**config.mk**
```make
export PLATFORM = sky130hd
export DESIGN_NAME = wb_hilo_stage
export DESIGN_NICKNAME = d
export VERILOG_FILES = /design/src/rtl/wb_hilo_stage_pkg.sv /design/src/rtl/wb_hilo_stage_hilo_reg.sv /design/src/rtl/wb_hilo_stage.sv
export SDC_FILE = /design/constraint.sdc
export NUM_CORES = 1
export LEC_CHECK = 0
export ABC_AREA = 1
export CAP_MARGIN = 20
export CORE_MARGIN = 8
export CORE_UTILIZATION = 36
export CTS_CLUSTER_SIZE = 30
export DETAILED_ROUTE_END_ITERATION = 7
export GPL_TIMING_DRIVEN = 1
export PLACE_DENSITY = 0.85
export SLEW_MARGIN = 20
export SYNTH_ARGS = -nofsm -noshare
export SYNTH_HDL_FRONTEND = slang
export SYNTH_SLANG_ARGS = --single-unit
export TNS_END_PERCENT = 100
```
**constraint.sdc**
```tcl
create_clock -name clk -period 6.3 [get_ports clk]
set_input_delay 0.63 -clock clk [delete_from_list [all_inputs] [get_ports clk]]
set_output_delay 0.63 -clock clk [all_outputs]
set_load 0.005 [all_outputs]
```
**src/rtl/wb_hilo_stage_pkg.sv**
```systemverilog
// Shared widths, bus field offsets and stall-vector helpers for the write-back stage.
// The HI/LO read bypass is enabled by defining WB_HILO_BYPASS_EN.
package wb_hilo_stage_pkg;

  localparam int REG_W        = 32;
  localparam int MEM_TO_WB_WD = 70;
  localparam int MTW_BUS_W    = MEM_TO_WB_WD + 64 + 1;
  localparam int RF_BUS_W     = 38;
  localparam int FWD_BUS_W    = 103;
  localparam int STALL_BUS    = 6;

  localparam logic STOP    = 1'b1;
  localparam logic NO_STOP = 1'b0;

  localparam int WB_STALL_BIT  = 4;
  localparam int DS_STALL_BIT  = 5;

  localparam int WB_HILO_WE_BIT = 134;
  localparam int WB_HI_MSB      = 133;
  localparam int WB_HI_LSB      = 102;
  localparam int WB_LO_MSB      = 101;
  localparam int WB_LO_LSB      = 70;
  localparam int WB_PC_MSB      = 69;
  localparam int WB_PC_LSB      = 38;
  localparam int WB_RF_WE_BIT   = 37;
  localparam int WB_WADDR_MSB   = 36;
  localparam int WB_WADDR_LSB   = 32;
  localparam int WB_WDATA_MSB   = 31;
  localparam int WB_WDATA_LSB   = 0;

  typedef logic [STALL_BUS-1:0] stall_bus_t;

  // WB stops while the stage below keeps moving: a bubble must be inserted.
  function automatic logic stall_is_bubble(input stall_bus_t s);
    return (s[WB_STALL_BIT] == STOP) && (s[DS_STALL_BIT] == NO_STOP);
  endfunction

  function automatic logic stall_is_capture(input stall_bus_t s);
    return s[WB_STALL_BIT] == NO_STOP;
  endfunction

endpackage

```
**src/rtl/wb_hilo_stage_hilo_reg.sv**
```systemverilog
// HI/LO architectural register pair; hi_q/lo_q are the values presented to EX,
// bypassing the in-flight write when WB_HILO_BYPASS_EN is defined.
module hilo_reg
  import wb_hilo_stage_pkg::*;
(
  input  logic             clk,
  input  logic             rst,
  input  logic             we,
  input  logic [REG_W-1:0] hi_in,
  input  logic [REG_W-1:0] lo_in,
  output logic [REG_W-1:0] hi_q,
  output logic [REG_W-1:0] lo_q
);

  logic [REG_W-1:0] hi_r;
  logic [REG_W-1:0] lo_r;

  // HI/LO state; a held WB re-applies the same write, which is harmless.
  always_ff @(posedge clk or posedge rst) begin
    if (rst) begin
      hi_r <= {REG_W{1'b0}};
      lo_r <= {REG_W{1'b0}};
    end else if (we) begin
      hi_r <= hi_in;
      lo_r <= lo_in;
    end else begin
      hi_r <= hi_r;
      lo_r <= lo_r;
    end
  end

`ifdef WB_HILO_BYPASS_EN
  // Read port forwards the value being written this cycle.
  always_comb begin
    if (we) begin
      hi_q = hi_in;
      lo_q = lo_in;
    end else begin
      hi_q = hi_r;
      lo_q = lo_r;
    end
  end
`else
  // Read port shows committed state only; hazard logic covers the gap.
  always_comb begin
    hi_q = hi_r;
    lo_q = lo_r;
  end
`endif

endmodule

```
**src/rtl/wb_hilo_stage.sv**
```systemverilog
// MIPS write-back stage: stage register, regfile write port, HI/LO ownership, commit trace.
// Optional HI/LO read bypass via WB_HILO_BYPASS_EN.
module wb_hilo_stage
  import wb_hilo_stage_pkg::*;
#(
  parameter int MTW_W = MTW_BUS_W
) (
  input  logic                 clk,
  input  logic                 rst,
  input  logic [STALL_BUS-1:0] stall,
  input  logic [MTW_W-1:0]     mem_to_wb_bus,
  output logic [RF_BUS_W-1:0]  wb_to_rf_bus,
  output logic [FWD_BUS_W-1:0] wb_to_id_forwarding,
  output logic [REG_W-1:0]     hi_o,
  output logic [REG_W-1:0]     lo_o,
  output logic [REG_W-1:0]     debug_wb_pc,
  output logic [3:0]           debug_wb_rf_wen,
  output logic [4:0]           debug_wb_rf_wnum,
  output logic [REG_W-1:0]     debug_wb_rf_wdata
);

  logic [MTW_W-1:0] wb_r;
  logic             hilo_we_s;
  logic [REG_W-1:0] hi_data_s;
  logic [REG_W-1:0] lo_data_s;
  logic [REG_W-1:0] pc_s;
  logic             rf_we_s;
  logic [4:0]       rf_waddr_s;
  logic [REG_W-1:0] rf_wdata_s;
  logic             unused_stall_s;

  assign unused_stall_s = ^stall[3:0];

  // Stage register: bubble beats capture, otherwise hold.
  always_ff @(posedge clk or posedge rst) begin
    if (rst) begin
      wb_r <= {MTW_W{1'b0}};
    end else if (stall_is_bubble(stall)) begin
      wb_r <= {MTW_W{1'b0}};
    end else if (stall_is_capture(stall)) begin
      wb_r <= mem_to_wb_bus;
    end else begin
      wb_r <= wb_r;
    end
  end

  assign hilo_we_s  = wb_r[WB_HILO_WE_BIT];
  assign hi_data_s  = wb_r[WB_HI_MSB:WB_HI_LSB];
  assign lo_data_s  = wb_r[WB_LO_MSB:WB_LO_LSB];
  assign pc_s       = wb_r[WB_PC_MSB:WB_PC_LSB];
  assign rf_we_s    = wb_r[WB_RF_WE_BIT];
  assign rf_waddr_s = wb_r[WB_WADDR_MSB:WB_WADDR_LSB];
  assign rf_wdata_s = wb_r[WB_WDATA_MSB:WB_WDATA_LSB];

  // $0 writes are passed through; the regfile discards them.
  assign wb_to_rf_bus        = {rf_we_s, rf_waddr_s, rf_wdata_s};
  assign wb_to_id_forwarding = {hilo_we_s, hi_data_s, lo_data_s, rf_we_s, rf_waddr_s, rf_wdata_s};

  assign debug_wb_pc       = pc_s;
  assign debug_wb_rf_wen   = {4{rf_we_s}};
  assign debug_wb_rf_wnum  = rf_waddr_s;
  assign debug_wb_rf_wdata = rf_wdata_s;

  hilo_reg u_hilo_reg (
    .clk   (clk),
    .rst   (rst),
    .we    (hilo_we_s),
    .hi_in (hi_data_s),
    .lo_in (lo_data_s),
    .hi_q  (hi_o),
    .lo_q  (lo_o)
  );

endmodule

```
==> results of run 1 <==
[power by group through the flow]
stage | Combinational, mW | Sequential, mW | Clock (mW)
final | 0.657 | 1.48 | 1.11
after global routing | 0.712 | 1.50 | 1.19
after CTS | 0.670 | 1.48 | 1.14
after detailed placement | 0.667 | 1.51 | 0
after global placement | 0.655 | 1.50 | 0
after floorplan | 0.232 | 1.51 | 0
[per-stage QoR]
stage                     setup slack, ns  hold slack (ns)  power (mW)
after global routing                3.721           0.4962       3.400
after CTS                           3.968           0.4773       3.293
after detailed placement            3.517           0.4579       2.175
after floorplan                    0.2443           0.4654       1.738
after global placement              3.547           0.4530       2.156
final                               4.028           0.4732       3.249
[sequential cells by signal, summed over array words and instances (netlist names)]
signal	count
u_hilo_reg.lo_q	32
wb_r	135
u_hilo_reg.hi_q	32
[cells in the mapped netlist]
| cell type | number | area, um^2 |
|---|---|---|
| sky130_fd_sc_hd__buf_4 | 95 | 713.2 |
| sky130_fd_sc_hd__clkbuf_1 | 13 | 48.80 |
| sky130_fd_sc_hd__buf_2 | 25 | 125.1 |
| sky130_fd_sc_hd__inv_1 | 1 | 3.750 |
| sky130_fd_sc_hd__nand2_1 | 462 | 1734 |
| sky130_fd_sc_hd__inv_4 | 1 | 6.260 |
| sky130_fd_sc_hd__buf_6 | 4 | 45.04 |
| sky130_fd_sc_hd__dfrtp_1 | 199 | 4980 |
| sky130_fd_sc_hd__nand3_1 | 135 | 675.7 |
| sky130_fd_sc_hd__inv_2 | 1 | 3.750 |
[metal layers]
metal  wire (um)  vias up
met5           0        -
met4         918        0
met3        2395       45
met2       13920      272
met1       11200     3540
li1            -     3449
[kinds of logic (layout without fill, tap and decap cells)]
logic type	after synthesis	in the layout	synth area share, %
simple gates	597	597	28.91
flops	199	199	59.74
buf+inv	140	457	11.35
[worst max-delay path: stages]
cell                              delay [ns]
sky130_fd_sc_hd__clkdlybuf4s50_1        0.50
sky130_fd_sc_hd__inv_8                  0.65
sky130_fd_sc_hd__buf_4                  0.79
[how the worst max path moves through the flow]
stage | slack, ns | to | start | cells past startpoint
after global placement | 3.55 | wb_r[81] | rst | 3
after global routing | 3.72 | wb_r[115] | rst | 3
final | 4.03 | wb_r[120] | rst | 3
after detailed placement | 3.52 | wb_r[114] | rst | 3
after CTS | 3.97 | u_hilo_reg.lo_q[28] | rst | 3
after floorplan | 0.24 | u_hilo_reg.hi_q[0] | rst | 1
[layout make-up]
cell class | count | area (um^2) | area share [%]
clock buffer | 18 | 429.2 | 3.416
timing repair buffer | 422 | 4204 | 33.46
inverter | 3 | 21.27 | 0.1693
sequential | 199 | 4981 | 39.65
tap | 285 | 356.6 | 2.838
clock inverter | 14 | 161.4 | 1.285
multi-input combinational | 597 | 2410 | 19.18
==> results.json, run 1 <==
{
  "result_of_the_run": "completed",
  "design.core.area_um2": 22710,
  "grt_use_met1_pct": 23.02,
  "clk_root_buffer_cell": "sky130_fd_sc_hd__clkbuf_16",
  "hold_critical_path_depth": 2,
  "tns_ns": 0,
  "post_cts.resized_instances": 0,
  "clk_path_buf_depth": 2,
  "final-setup-viol-count": 0,
  "worst-endpoint-required_ns": 6.75,
  "postLayoutCoreUtil_pct": 55.32,
  "cp-end-kind": "async pin",
  "antenna_cells_inserted": 0,
  "mostFrequentLayoutCell": "sky130_fd_sc_hd__nand2_1",
  "grt_pass1_vias": 7351,
  "worst_slew_pin_slew_ns": 1.017,
  "dp_cells": 1506,
  "grt_pass1_wl_mm": 43.36,
  "ioPinCount": 421,
  "final_cell_mix": "sky130_fd_sc_hd__nand2_1 (462), sky130_fd_sc_hd__clkdlybuf4s50_1 (414), sky130_fd_sc_hd__dfrtp_1 (198)",
  "power_frac_comb_pct": 20.2,
  "tritoncts_clock_tree": "built",
  "area_growth_syn_to_layout_pct": 50.72,
  "postRouteAntennaNets": 0,
  "grt_remaining_overflow": 0,
  "critPathMaxFanout": 136,
  "irDropWorstVdd_mv": 0.1662,
  "setup.worst_path.start_class": "input pin",
  "hold_viol": 0,
  "worstHoldEndpoint": "u_hilo_reg.lo_q[16]",
  "number_of_vias_after_detailed_routing": 7306,
  "cts.sinks": 199,
  "route.final.wire_length_mm": 28.43,
  "syn-instance-count": 936,
  "path_class": "in -> async",
  "synth-seq-area-share_pct": 59.74,
  "cts-buffers-inserted": 17,
  "seqPwrFrac_pct": 45.7,
  "period_minus_slack_ns": 2.272,
  "cap_violations": 0,
  "grt_antenna_before_repair": 0,
  "leakage_nw": 6.084,
  "holdBufCountCts": 0,
  "cts_post_setup_buffers_inserted": 0,
  "final_net_count": 1383,
  "r2r_start": "wb_r[134]",
  "grt.busiest_layer": "met2",
  "fin_worst_skew_ns": 0.01182,
  "port-buffer-count": 416,
  "layout-drive-gt1-share_pct": 3.432,
  "die_x_um": 168.2,
  "rsz0062_at_grt": "false",
  "die_h_um": 168.2,
  "clkSlewWorstSetupHoldPaths_ns": 0.08,
  "detailed_place_hpwl_mm": 20.17,
  "slew_violations": 0,
  "worstReg2RegEnd": "u_hilo_reg.lo_q[2]",
  "rows": 55,
  "die_area_um2": 28280,
  "synth_fp_nets": 1079,
  "routed_wire_length_per_instance_um": 18.48,
  "grt_use_total_pct": 19.47,
  "clock.fmax_ghz": 0.4402,
  "netlist_area_before_placement_um2": 8335,
  "switching_share_pct": 27.66,
  "share_clk_of_total_power_pct": 34.1,
  "globalRouteMet3Util_pct": 6.665,
  "synth-seq-cells": 199,
  "synthDistinctLibCells": 10,
  "power_density_nw_per_um2": 258.6,
  "post_drt_via_cell_ratio": 4.750,
  "drc_errors_left": 0,
  "grt_start_max_net_pins": 137,
  "final_design_area_no_fill_um2": 12560,
  "synth.avg_cell_area_um2": 8.905,
  "htreeDepth": 4,
  "cell_internal_pwr_mw": 2.351,
  "cp.arrival_ns": 2.72,
  "stdcell_count": 1538,
  "switchingPower_uw": 898.6,
  "timing.reg2reg.worst_path_depth": 4,
  "detail_route.first_pass.iterations": 5,
  "grtUsageMet2_pct": 32.03,
  "holdCritPathClass": "reg -> reg",
  "hold_path_startpoint": "u_hilo_reg.lo_q[16]",
  "fillerInstances": 1984,
  "latest_clock_arrival_within_the_worst_skew_pair_ns": 0.42,
  "final.period_utilization_pct": 36.06,
  "drt_iter0_drc": 634,
  "regToRegSetupSlack_ns": 4.74,
  "routabilityCongestion": 0.7954,
  "synthesis.yosys.warnings": 0,
  "detailed_place.area_um2": 11970,
  "timing.slew.headroom_pct": 32.19,
  "start_util_pct": 36.71
}
(Power assumes the default switching activity.)
==> run 2, diff against run 1 <==
--- a/config.mk
+++ b/config.mk
@@ -7,10 +7,10 @@
 export LEC_CHECK = 0
 export ABC_AREA = 1
 export CAP_MARGIN = 20
-export CORE_MARGIN = 8
-export CORE_UTILIZATION = 36
+export CORE_AREA = 8 8 158 160
 export CTS_CLUSTER_SIZE = 30
 export DETAILED_ROUTE_END_ITERATION = 7
+export DIE_AREA = 0 0 166 168
 export GPL_TIMING_DRIVEN = 1
 export PLACE_DENSITY = 0.85
 export SLEW_MARGIN = 20
==> constraint.sdc (replaced) <==
create_clock -name clk -period 2.3 [get_ports clk]
set_input_delay 0.23 -clock clk [delete_from_list [all_inputs] [get_ports clk]]
set_output_delay 0.23 -clock clk [all_outputs]
set_load 0.005 [all_outputs]
==> run 2 against run 1 <==
Effect of this change: worst setup slack got worse by 3.4 ns; wire length grew 1.1%; worst hold slack got worse by 0.24 ns; clock power rose to 2.7 times the previous value; clock skew is essentially flat; via count up 1.1%; critical path type is now reg -> out; largest cell class unchanged.
==> results.json, run 2 (synthesis results as in run 1) <==
{
  "final_net_count": 1391,
  "result_of_the_run": "completed",
  "multi_input_comb_area_um2": 2410,
  "die_x_um": 166,
  "irDropWorstVdd_mv": 0.4175,
  "ioPinCount": 421,
  "worst-endpoint-required_ns": 2.07,
  "seqPwrFrac_pct": 46.0,
  "postLayoutCoreUtil_pct": 56.73,
  "switchingPower_mw": 2.479,
  "switching_share_pct": 28.02,
  "setup.worst_path.start_class": "flip-flop",
  "largest_register_ffs": 135,
  "grt_start_max_net_pins": 136,
  "rows": 55,
  "timing.reg2reg.worst_path_depth": 4,
  "leakage_nw": 6.141,
  "cell_internal_pwr_mw": 6.369,
  "area.sequential_um2": 4981,
  "timing.critical_path.depth": 1,
  "power_frac_comb_pct": 20.6,
  "max_stage_delay_ns": 0.56,
  "number_of_vias_after_detailed_routing": 7385,
  "grt_use_total_pct": 20.09,
  "final-setup-viol-count": 0,
  "top_register": "wb_r",
  "cap_violations": 0,
  "die_area_um2": 27890,
  "period_minus_slack_ns": 1.691,
  "cts.sinks": 199,
  "area_growth_syn_to_layout_pct": 52.22,
  "clk_path_buf_depth": 2,
  "worst_slew_pin_slew_ns": 0.8473,
  "drt_iter0_drc": 605,
  "routabilityCongestion": 0.8033,
  "final_cell_mix": "sky130_fd_sc_hd__nand2_1 (462), sky130_fd_sc_hd__clkdlybuf4s50_1 (414), sky130_fd_sc_hd__dfrtp_1 (198)",
  "hold_viol": 0,
  "routed_wire_length_per_instance_um": 18.58,
  "final.period_utilization_pct": 73.51,
  "detail_route.first_pass.iterations": 5,
  "grt_antenna_before_repair": 2,
  "post-place-ws_ns": 0.8563,
  "critPathMaxFanout": 7,
  "power_density_nw_per_um2": 697.3,
  "grt_pass1_vias": 7298,
  "clk_root_buffer_cell": "sky130_fd_sc_hd__clkbuf_16",
  "tritoncts_clock_tree": "built",
  "design.core.area_um2": 22370,
  "rsz0062_at_grt": "false",
  "cts_post_setup_buffers_inserted": 0,
  "crit_path_cell_trace": "clkdlybuf4s50_1",
  "fillerInstances": 1945,
  "post_route_setup_slack_ns": 0.6093,
  "route.final.wire_length_mm": 28.73,
  "die_h_um": 168,
  "holdCritPathClass": "in -> async",
  "fin_worst_skew_ns": 0.01142,
  "detailed_place_hpwl_mm": 20.54,
  "post_cts.resized_instances": 0,
  "postRouteAntennaNets": 0,
  "cts-buffers-inserted": 17,
  "layout-drive-gt1-share_pct": 4.044,
  "latest_clock_arrival_within_the_worst_skew_pair_ns": 0.43,
  "path_delay_family": "buffers and inverters",
  "htreeDepth": 4,
  "cp_slowest_cell": "sky130_fd_sc_hd__clkdlybuf4s50_1",
  "timing.slew.headroom_pct": 43.51,
  "cp.arrival_ns": 1.46,
  "antenna_cells_inserted": 0,
  "start_util_pct": 37.27,
  "mostFrequentLayoutCell": "sky130_fd_sc_hd__nand2_1",
  "clock.fmax_ghz": 0.5915,
  "drc_errors_left": 0,
  "share_clk_of_total_power_pct": 33.4,
  "clkSlewWorstSetupHoldPaths_ns": 0.08,
  "holdBufCountCts": 0,
  "path_class": "reg -> out",
  "timing.critical_path.buf_inv": 1,
  "cp-end-kind": "primary output",
  "grt_remaining_overflow": 0,
  "slew_violations": 0,
  "port-buffer-count": 416,
  "grt_pass1_wl_mm": 44.35,
  "post_drt_via_cell_ratio": 4.777
}
==> run 2: cell count changes in the layout (fill, tap and decap cells not counted) <==
cell / change
sky130_fd_sc_hd__clkinv_2: -1
sky130_fd_sc_hd__clkinv_8: +1
sky130_fd_sc_hd__inv_6: -2
sky130_fd_sc_hd__buf_12: +6
sky130_fd_sc_hd__clkinv_4: +3
sky130_fd_sc_hd__buf_4: +2
sky130_fd_sc_hd__bufinv_16: -1
==> run 2: power by group through the flow <==
stage | clock (mW) | sequential, mW | combinational (mW)
global route | 3.19 | 4.12 | 1.97
floorplan | 0 | 4.13 | 0.636
detailed placement | 0 | 4.14 | 1.85
global placement | 0 | 4.12 | 1.82
CTS | 3.04 | 4.07 | 1.86
finish | 2.95 | 4.07 | 1.82
==> run 2: area by class of cell <==
class	count	share of cell area, %
Clock buffer	18	3.382
Clock inverter	14	1.223
Inverter	3	0.1381
Multi-Input combinational cell	597	18.99
Sequential cell	199	39.26
Tap cell	285	2.810
Timing Repair Buffer	430	34.20
==> run 2: routing by layer <==
metal  GRT usage [%]  vias up  share of wire [%]
met4           7.194        4                2.8
met5               0        -              0.080
met1           23.28     3577                 38
met2           34.05      300                 50
li1                -     3465                  -
met3           7.086       39                8.5
==> run 2: tightest hold or removal path, cell delays in order <==
cell                              delay (ns)
sky130_fd_sc_hd__clkdlybuf4s50_1        0.44
sky130_fd_sc_hd__clkinvlp_4             0.13
sky130_fd_sc_hd__buf_12                 0.22
==> run 2: stage by stage <==
step / area (um^2) / cells / hold WS [ns] / setup TNS, ns / total power, mW
4_1_cts: 12690 / 1546 / 0.2180 / 0 / 8.971
6_report: 12690 / 1546 / 0.2305 / 0 / 8.848
3_5_place_dp: 12100 / 1514 / 0.4570 / 0 / 5.993
3_3_place_gp: 12100 / 1514 / 0.4526 / 0 / 5.938
2_1_floorplan: 8339 / 936 / 0.3468 / -100.37 / 4.762
5_1_grt: 12690 / 1546 / 0.2273 / 0 / 9.274
==> run 2: path summary, 6_finish.rpt <==
path | startpoint | slack (ns) | endpoint
max | wb_r[37] | 0.61 | wb_to_rf_bus[37]
max in group asynchronous | rst | 1.55 | wb_r[119]
min reg2reg | u_hilo_reg.hi_q[31] | 0.47 | u_hilo_reg.hi_q[31]
min in group clk | stall[5] | 0.29 | wb_r[23]
max reg2reg | wb_r[134] | 1.09 | u_hilo_reg.hi_q[26]
min | rst | 0.23 | wb_r[42]
==> run 3, diff against run 2 <==
==> constraint.sdc (replaced) <==
create_clock -name clk -period 1.57 [get_ports clk]
set_input_delay 0.157 -clock clk [delete_from_list [all_inputs] [get_ports clk]]
set_output_delay 0.157 -clock clk [all_outputs]
set_load 0.005 [all_outputs]
==> run 3 against run 2 <==
Effect of this change: power rose by 49%; count of clock-buffer cells in the layout grew 1; critical endpoint is now debug_wb_rf_wdata[14]; clock skew increased by 0.0060 ns; non-clock buffer count rose by 31; sequential cell count unchanged; design area grew 3.2%; first-iteration DRC count is 13% lower; largest cell class unchanged; worst hold slack got worse by 0.12 ns; global-route usage grew 0.14 points; via count rose by 1.4%.
==> results.json, run 3 (synthesis results as in run 1) <==
{
  "cp.arrival_ns": 1.39,
  "grt_antenna_before_repair": 1,
  "hold_viol": 0,
  "result_of_the_run": "completed",
  "grt_use_total_pct": 20.23,
  "hold-worst-slack_ns": 0.1143,
  "fin_worst_skew_ns": 0.01744,
  "drc_errors_left": 0,
  "max_stage_delay_ns": 0.55,
  "area_growth_syn_to_layout_pct": 57.02,
  "cp_slowest_cell": "sky130_fd_sc_hd__clkdlybuf4s50_1",
  "top_register": "wb_r",
  "clock.fmax_ghz": 0.6450,
  "worst_slew_pin_slew_ns": 0.6304,
  "final_cell_mix": "sky130_fd_sc_hd__nand2_1 (462), sky130_fd_sc_hd__clkdlybuf4s50_1 (352), sky130_fd_sc_hd__dfrtp_1 (193)",
  "cp-end-kind": "primary output",
  "cts.sinks": 199,
  "port-buffer-count": 416,
  "antenna_cells_inserted": 0,
  "worst-endpoint-required_ns": 1.41,
  "ioPinCount": 421,
  "clk_root_buffer_cell": "sky130_fd_sc_hd__clkbuf_16",
  "final.period_utilization_pct": 98.75,
  "path_delay_family": "buffers and inverters",
  "grt_start_max_net_pins": 72,
  "number_of_vias_after_detailed_routing": 7488,
  "critPathMaxFanout": 4,
  "cap_violations": 0,
  "timing.slew.headroom_pct": 57.97,
  "path_class": "reg -> out",
  "grt_pass1_vias": 7436,
  "start_util_pct": 37.27,
  "post_drt_via_cell_ratio": 4.748,
  "design.core.area_um2": 22370,
  "cts-buffers-inserted": 17,
  "leakage_nw": 6.920,
  "mostFrequentLayoutCell": "sky130_fd_sc_hd__nand2_1",
  "die_x_um": 166,
  "largest_register_ffs": 135,
  "power_density_nw_per_um2": 1007,
  "drt_iter0_drc": 529,
  "final-setup-viol-count": 0,
  "slew_violations": 0,
  "latest_clock_arrival_within_the_worst_skew_pair_ns": 0.43,
  "final_design_area_no_fill_um2": 13090,
  "routed_wire_length_per_instance_um": 18.59,
  "grt_pass1_wl_mm": 44.54,
  "holdCritPathClass": "in -> async",
  "detail_route.first_pass.iterations": 5,
  "setup.worst_path.start_class": "flip-flop",
  "final_net_count": 1422,
  "routabilityCongestion": 0.8265,
  "clkSlewWorstSetupHoldPaths_ns": 0.08,
  "detailed_place_hpwl_mm": 21.12,
  "route.final.wire_length_mm": 29.31,
  "tritoncts_clock_tree": "built",
  "detailed_place.area_um2": 12190,
  "timing.critical_path.buf_inv": 1,
  "postRouteAntennaNets": 0,
  "rows": 55,
  "die_h_um": 168,
  "die_area_um2": 27890,
  "irDropWorstVdd_mv": 0.6142,
  "post_route_setup_slack_ns": 0.01961,
  "period_minus_slack_ns": 1.550,
  "grt_remaining_overflow": 0,
  "post-place-ws_ns": 0.3877,
  "htreeDepth": 4,
  "crit_path_cell_trace": "clkdlybuf4s50_1",
  "layout-drive-gt1-share_pct": 6.734,
  "clk_path_buf_depth": 2
}
-- run 3: cell count changes in the layout (fill, tap and decap cells not counted), sizes merged --
cell	delta
bufinv	+1
clkdlybuf4s50	-62
buf	+31
dlygate4sd2	+20
dlymetal6s2s	+42
clkinv	-2
clkbuf	+1
-- run 3: worst reg2reg max path, delay by kind of cell (launching register included) --
family | cells | cell delay, ns
buffers and inverters | 2 | 0.35
flip-flops | 1 | 0.41
AND/OR/NAND/NOR | 2 | 0.32
-- run 3: stage by stage --
step	TNS, ns	util, %	total power [mW]	std cells
6_report	0	58.52	13.18	1577
5_1_grt	-0.08289	58.52	13.80	1577
4_1_cts	0	57.34	13.31	1556
3_5_place_dp	0	54.50	8.801	1517
3_3_place_gp	0	54.50	8.724	1517
2_1_floorplan	-231.11	-	6.975	936
-- run 3: metal layers --
layer | part of all wire [%] | global-route usage [%] | wire, um
met1 | 39 | 23.28 | 11410
met2 | 50 | 34.18 | 14680
met3 | 7.9 | 6.782 | 2306
met4 | 3.1 | 8.498 | 903
met5 | 0.044 | 0 | 13
-- run 3: worst paths after layout --
| path | start | to | slack [ns] | cells after the start |
|---|---|---|---|---|
| max | wb_r[14] | debug_wb_rf_wdata[14] | 0.02 | 1 |
| min | rst | wb_r[1] | 0.11 | 3 |
| max reg2reg | wb_r[134] | u_hilo_reg.lo_q[21] | 0.40 | 4 |
| min reg2reg | u_hilo_reg.lo_q[7] | u_hilo_reg.lo_q[7] | 0.47 | 2 |
| max in group asynchronous | rst | u_hilo_reg.hi_q[6] | 0.93 | 4 |
| min in group clk | stall[5] | wb_r[0] | 0.13 | 3 |
-- run 3: timing repair --
| item | in CTS | in global routing |
|---|---|---|
| hold buffers | 0 | 0 |
| pin swaps | 0 | 0 |
| gates resized for setup | 24 | 43 |
| buffers inserted | 7 | 21 |
| endpoints found under the setup margin | 48 | 70 |
| hold endpoints to repair | 0 | 0 |
-- run 3: cell type report --
class / instances / area (um^2)
Sequential cell: 199 / 4987
Timing Repair Buffer: 461 / 4715
Clock inverter: 13 / 160.2
Multi-Input combinational cell: 597 / 2410
Inverter: 3 / 17.52
Fill cell: 1836 / 9276
Clock buffer: 19 / 442.9
Tap cell: 285 / 356.6
-- run 3: report_power, final --
group | switching [mW] | internal, mW | total, mW
sequential | 0.335 | 5.60 | 5.94
clock | 2.15 | 2.33 | 4.48
combinational | 1.13 | 1.62 | 2.76
